## src/rtl/mult_div_unit_if.sv

```systemverilog
// Operand/result bundle between the control unit and the multiply/divide unit.
// Latency: none (wires only).
// Backpressure: none; the control unit watches busy/done and stalls itself.
interface mult_div_unit_if #(
  parameter int WIDTH = 32
);
  logic             start;
  logic             op;
  logic [WIDTH-1:0] A;
  logic [WIDTH-1:0] B;
  logic [WIDTH-1:0] Hi;
  logic [WIDTH-1:0] Lo;
  logic             busy;
  logic             done;
  logic             div_by_zero;

  // Control-unit side: issues requests, reads results.
  modport master (
    output start, op, A, B,
    input  Hi, Lo, busy, done, div_by_zero
  );

  // Arithmetic-unit side.
  modport slave (
    input  start, op, A, B,
    output Hi, Lo, busy, done, div_by_zero
  );
endinterface

```

## src/rtl/mult_div_unit.sv

```systemverilog
// Multicycle signed mult/div (shift-add / restoring), results held in Hi/Lo.
// Latency: 33 cycles start-to-done; divide by zero answers in 1 cycle.
// Backpressure: none; start is ignored while busy, with no queueing.
module mult_div_unit #(
  parameter int WIDTH = 32
) (
  input  logic              clock,
  input  logic              reset,
  mult_div_unit_if.slave    bus
);
  localparam int            CW   = $clog2(WIDTH);
  localparam logic [CW-1:0] LAST = CW'(WIDTH - 1);

  typedef enum logic [1:0] {S_IDLE, S_CALC, S_FINISH} state_t;

  state_t               state_q, state_d;
  logic                 op_q, op_d;
  logic                 sgn_q, sgn_d;    // product / quotient sign
  logic                 rsgn_q, rsgn_d;  // remainder sign (follows dividend)
  logic [WIDTH-1:0]     opnd_q, opnd_d;  // multiplicand or divisor magnitude
  logic [2*WIDTH-1:0]   acc_q, acc_d;    // product, or remainder:quotient
  logic [CW-1:0]        cnt_q, cnt_d;
  logic [WIDTH-1:0]     hi_q, hi_d, lo_q, lo_d;
  logic                 done_q, done_d, dbz_q, dbz_d;
  logic                 busy;

  logic                 dbz_req;
  logic [WIDTH-1:0]     a_mag, b_mag;
  logic [WIDTH:0]       mul_sum;
  logic [2*WIDTH:0]     shifted;
  logic [WIDTH:0]       trial;
  logic [2*WIDTH-1:0]   prod_fix;

  assign dbz_req = bus.start && bus.op && (bus.B == '0);

  // State register and datapath registers; reset aborts any operation.
  always_ff @(posedge clock or negedge reset) begin
    if (!reset) begin
      state_q <= S_IDLE;
      op_q    <= 1'b0;
      sgn_q   <= 1'b0;
      rsgn_q  <= 1'b0;
      opnd_q  <= '0;
      acc_q   <= '0;
      cnt_q   <= '0;
      hi_q    <= '0;
      lo_q    <= '0;
      done_q  <= 1'b0;
      dbz_q   <= 1'b0;
    end else begin
      state_q <= state_d;
      op_q    <= op_d;
      sgn_q   <= sgn_d;
      rsgn_q  <= rsgn_d;
      opnd_q  <= opnd_d;
      acc_q   <= acc_d;
      cnt_q   <= cnt_d;
      hi_q    <= hi_d;
      lo_q    <= lo_d;
      done_q  <= done_d;
      dbz_q   <= dbz_d;
    end
  end

  // Next-state logic: divide by zero is answered without leaving IDLE.
  always_comb begin
    state_d = state_q;
    case (state_q)
      S_IDLE:   if (bus.start && !dbz_req) state_d = S_CALC;
      S_CALC:   if (cnt_q == LAST)         state_d = S_FINISH;
      S_FINISH:                            state_d = S_IDLE;
      default:                             state_d = S_IDLE;
    endcase
  end

  // FSM outputs.
  always_comb begin
    busy = (state_q != S_IDLE);
  end

  // Datapath: operand capture, one shift-add or restoring step per cycle, sign fix-up.
  always_comb begin
    op_d    = op_q;
    sgn_d   = sgn_q;
    rsgn_d  = rsgn_q;
    opnd_d  = opnd_q;
    acc_d   = acc_q;
    cnt_d   = cnt_q;
    hi_d    = hi_q;
    lo_d    = lo_q;
    done_d  = 1'b0;
    dbz_d   = 1'b0;

    // The most negative value negates to itself, which read unsigned is exactly 2^(WIDTH-1).
    a_mag   = bus.A[WIDTH-1] ? -bus.A : bus.A;
    b_mag   = bus.B[WIDTH-1] ? -bus.B : bus.B;
    mul_sum = {1'b0, acc_q[2*WIDTH-1:WIDTH]} + {1'b0, (acc_q[0] ? opnd_q : '0)};
    shifted = {acc_q, 1'b0};
    trial   = shifted[2*WIDTH:WIDTH] - {1'b0, opnd_q};
    prod_fix = sgn_q ? -acc_q : acc_q;

    case (state_q)
      S_IDLE: begin
        if (bus.start) begin
          if (dbz_req) begin
            done_d = 1'b1;
            dbz_d  = 1'b1;
          end else begin
            op_d   = bus.op;
            sgn_d  = bus.A[WIDTH-1] ^ bus.B[WIDTH-1];
            rsgn_d = bus.A[WIDTH-1];
            cnt_d  = '0;
            opnd_d = bus.op ? b_mag : a_mag;
            acc_d  = {{WIDTH{1'b0}}, (bus.op ? a_mag : b_mag)};
          end
        end
      end
      S_CALC: begin
        cnt_d = cnt_q + 1'b1;
        if (!op_q) begin
          acc_d = {mul_sum, acc_q[WIDTH-1:1]};
        end else if (!trial[WIDTH]) begin
          acc_d = {trial[WIDTH-1:0], shifted[WIDTH-1:1], 1'b1};
        end else begin
          acc_d = shifted[2*WIDTH-1:0];
        end
      end
      S_FINISH: begin
        done_d = 1'b1;
        if (!op_q) begin
          hi_d = prod_fix[2*WIDTH-1:WIDTH];
          lo_d = prod_fix[WIDTH-1:0];
        end else begin
          lo_d = sgn_q  ? -acc_q[WIDTH-1:0]       : acc_q[WIDTH-1:0];
          hi_d = rsgn_q ? -acc_q[2*WIDTH-1:WIDTH] : acc_q[2*WIDTH-1:WIDTH];
        end
      end
      default: ;
    endcase
  end

  assign bus.Hi          = hi_q;
  assign bus.Lo          = lo_q;
  assign bus.busy        = busy;
  assign bus.done        = done_q;
  assign bus.div_by_zero = dbz_q;
endmodule

```

## src/flat_wrapper.sv

```systemverilog
// flat-port wrapper written by rule: the top's interface ports become plain ports
module mult_div_unit_flat 
#(
  parameter int WIDTH = 32
)
  (clock, reset, bus_start, bus_op, bus_A, bus_B, bus_Hi, bus_Lo, bus_busy, bus_done, bus_div_by_zero);
  mult_div_unit_if #(.WIDTH(WIDTH)) bus_i ();
  input  logic clock;
  input  logic reset;
  input wire logic [$bits(bus_i.start)-1:0] bus_start;
  input wire logic [$bits(bus_i.op)-1:0] bus_op;
  input wire logic [$bits(bus_i.A)-1:0] bus_A;
  input wire logic [$bits(bus_i.B)-1:0] bus_B;
  output wire logic [$bits(bus_i.Hi)-1:0] bus_Hi;
  output wire logic [$bits(bus_i.Lo)-1:0] bus_Lo;
  output wire logic [$bits(bus_i.busy)-1:0] bus_busy;
  output wire logic [$bits(bus_i.done)-1:0] bus_done;
  output wire logic [$bits(bus_i.div_by_zero)-1:0] bus_div_by_zero;
  assign bus_i.start = bus_start;
  assign bus_i.op = bus_op;
  assign bus_i.A = bus_A;
  assign bus_i.B = bus_B;
  assign bus_Hi = bus_i.Hi;
  assign bus_Lo = bus_i.Lo;
  assign bus_busy = bus_i.busy;
  assign bus_done = bus_i.done;
  assign bus_div_by_zero = bus_i.div_by_zero;
  mult_div_unit #(.WIDTH(WIDTH)) u_core (.clock(clock), .reset(reset), .bus(bus_i));
endmodule
```

## config.mk

```make
export PLATFORM = sky130hd
export DESIGN_NAME = mult_div_unit_flat
export DESIGN_NICKNAME = d
export VERILOG_FILES = /design/src/rtl/mult_div_unit_if.sv /design/src/rtl/mult_div_unit.sv /design/src/flat_wrapper.sv
export SDC_FILE = /design/constraint.sdc
export NUM_CORES = 1
export LEC_CHECK = 0
export CAP_MARGIN = 20
export CORE_MARGIN = 2
export CORE_UTILIZATION = 27
export CTS_CLUSTER_DIAMETER = 40
export DETAILED_ROUTE_END_ITERATION = 10
export GPL_TIMING_DRIVEN = 1
export PLACE_DENSITY = 0.55
export SLEW_MARGIN = 30
export SYNTH_ARGS = -nofsm -noshare
export SYNTH_HDL_FRONTEND = slang
export SYNTH_SLANG_ARGS = --single-unit
export TNS_END_PERCENT = 10
```

## constraint.sdc

```tcl
create_clock -name clock -period 9.41 [get_ports clock]
set_input_delay 1.882 -clock clock [delete_from_list [all_inputs] [get_ports clock]]
set_output_delay 1.882 -clock clock [all_outputs]
set_load 0.05 [all_outputs]
```

==> metrics.txt <==
Pwr Density 389 nW/um2; GR met2 Demand/Resource 29.7%; proportion of synthesized flip-flops having asynchronous set or reset 100%; number of global-route vias before repair 13400; post-route ant nets 0; fraction of layout cells with a size suffix above 1 4.67%; post_cts resized 0; num rows 85; First DRT Iteration DRCs 1223; Fmax 197 MHz; Final WS setup 4.34 ns; Die ar. 56100 um2; All-Layer GR Usage 18.6%; final worst path period share 53.9%; min Tclk post-route 5.07 ns; CP Capture Type flop; Synth warnings 0; distinct cell type count after synthesis 75; Yosys top cell by area dfrtp_1; switching pwr 0.00356 W; Starting Density 27.2%; total of fill cells in the finished design 5653; setup bufs post-CTS 0; status complete, no violations; Static Leak 7.10 nW; Hold Crit Class flop to flop; CTS HTree Levels 4; Combinational Power Share 67.1%; hold_buf cts 0; final hold viol count 0; worst slew pin tran 0.936 ns; final cell count without fillers 2626; largest net degree at the start of global routing 106; required time worst endpoint 9.77 ns; total I/O pin count 135; max-slew violations 0; busiest grt layer met2; top cells by area, synth dfrtp_1 29%, o21ai_0 7.7%, nand2_1 6.1%; DP Cell Count 2593; gr ovfl total 0; Max-Cap Viols 0; clock latency at the later pin of the worst-skew pair 0.47 ns; DP Wirelength 40600 um; DIE WIDTH 237 um; top-count cell post-synth nand2_1; initial antenna violation count 1; Synth Instances 1858; CTS clock-pin slew for the worst setup and hold paths 0.08 ns; DR vias/cell 5.36; final net count 2056; Area Overhead vs Synth 17.1%; syn_nets 1998; number of flops mapped to enable cells by yosys 0; Flop pwr share 22.2%; final setup vio count 0; Syn Std Cell Area 14600 um2; Port-buffer cells 134; clock root buffer clkbuf_16; Seq/Total Area, Yosys 29.4%; Post-synth top cells 238 x nand2_1, 224 x o21ai_0, 172 x dfrtp_1; vias 14100; core footprint 53700 um2; Pint 0.00310 W; first-pass GRT wire length 80700 um; Die Span Y 237 um; GR Util met3 3.07%; Num CTS Buffers 17; post-synth top area share 29.4%; number of synthesized register bits 172; CP Data Arrival Time 5.44 ns; setup TNS 0 ns; unrepaired setup endpoints after global routing false; crit-path max FO 33; TritonCTS clock tree yes; DRC 0; drt pass-1 iters 5; sw frac 53.4%; Setup crit start kind input pin; met1 usage 25.7%; Avg Inst Size Synth 7.87 um2; slew margin rel. 37.0%; top_reg_cell synth dfrtp_1; routed len/inst 19.9 um; Crit Path Class input pin to flop; worst vdd ir 0.000197 V; power share of the clock group 10.7%; CTS max path bufs 2; dpl ws 3.94 ns; CTS Sinks 172; gpl congestion 0.960; final wirelength 52200 um; final clock skew 0.0155 ns
-- metal layers --
metal | part of all wire [%] | vias up
met3 | 5.3 | 54
met1 | 47 | 6855
li1 | - | 6805
met5 | 0 | -
met4 | 1.9 | 0
met2 | 46 | 364
-- kinds of logic after synthesis --
logic type,count (synthesis),share of synthesized area [%]
AO/OA/AOI/OAI,589,24.8
XOR/XNOR,173,10.4
adder cells (fa/ha/maj),72,6.26
buffers and inverters,179,4.81
flip-flops,172,29.4
multiplexers,81,5.68
AND/OR/NAND/NOR,592,18.7
-- worst max-delay path, cell delays in order --
cell and delay, ns:
clkdlybuf4s50_1 0.46, or4_1 0.58, nor3_1 0.69, a41o_1 0.31
a21oi_1 0.07, buf_4 0.20, nand2_2 0.44, buf_4 0.42
mux2_2 0.37
-- sequential cells by signal, indices dropped and copies added (netlist names) --
signal / flops
u_core.bus.Hi: 32
u_core.bus.done: 1
u_core.acc_q: 64
u_core.op_q: 1
u_core.state_q: 2
u_core.cnt_q: 5
u_core.bus.div_by_zero: 1
u_core.bus.Lo: 32
u_core.sgn_q: 1
u_core.rsgn_q: 1
u_core.opnd_q: 32
-- power by group through the flow --
stage               Combinational [W]  Clock [W]  Sequential (W)
floorplan                     0.00318          0         0.00139
finish                        0.00447   0.000710         0.00148
global placement              0.00438          0         0.00148
CTS                           0.00442   0.000730         0.00147
global route                  0.00492   0.000753         0.00152
detailed placement            0.00440          0         0.00148
-- stage by stage --
step | area (um2) | hold slack [ns] | utilization [%] | total power, W
2_1_floorplan | 14600 | 0.450 | - | 0.00457
3_3_place_gp | 16500 | 0.461 | 30.8 | 0.00585
3_5_place_dp | 16500 | 0.469 | 30.8 | 0.00588
4_1_cts | 17100 | 0.486 | 31.9 | 0.00662
5_1_grt | 17100 | 0.512 | 31.9 | 0.00720
6_report | 17100 | 0.478 | 31.9 | 0.00666
-- path summary, 6_finish.rpt --
check	from	endpoint	slack, ns	depth (start not counted)
setup / recovery	bus_B[14]	u_core.opnd_q[18]$_DFFE_PN0P_	4.34	9
hold / removal	u_core.bus.Hi[15]$_DFFE_PN0P_	u_core.bus.Hi[15]$_DFFE_PN0P_	0.48	2
setup reg to reg	u_core.acc_q[36]$_DFFE_PN0P_	u_core.acc_q[51]$_DFFE_PN0P_	5.08	10
hold reg to reg	u_core.bus.Hi[15]$_DFFE_PN0P_	u_core.bus.Hi[15]$_DFFE_PN0P_	0.48	2
max in group asynchronous	reset	u_core.acc_q[16]$_DFFE_PN0P_	6.74	2
min in group asynchronous	reset	u_core.bus.Lo[21]$_DFFE_PN0P_	1.48	1
-- layout make-up --
cell class | instances | area (um2) | share of cell area (%)
Multi-Input combinational cell | 1507 | 9660 | 56.4
Sequential cell | 172 | 4310 | 25.1
Timing Repair Buffer | 149 | 1460 | 8.51
Tap cell | 696 | 871 | 5.08
Clock buffer | 18 | 429 | 2.51
Inverter | 69 | 259 | 1.51
Clock inverter | 14 | 148 | 0.862
Antenna cell | 1 | 2.50 | 0.0146
-- cells in the final DEF (no fill, tap or decap), drive strengths merged, types with 9 or more instances in the layout --
master / count
or3: 21
nor2: 168
and3: 13
o41ai: 15
nand2b: 13
buf: 17
nor3: 22
or4: 25
inv: 75
nor4: 15
o21ai: 227
nand2: 238
a21oi: 136
a31oi: 24
clkdlybuf4s50: 132
o221ai: 11
o21a: 20
ha: 70
nand4: 11
a211oi: 14
xor2: 82
mux2i: 65
o31ai: 29
nor2b: 12
clkbuf: 18
a22oi: 17
o211ai: 9
dfrtp: 172
a21o: 25
xnor2: 91
mux2: 16
nand3: 27
No activity file was read; power rests on OpenSTA's default activity.
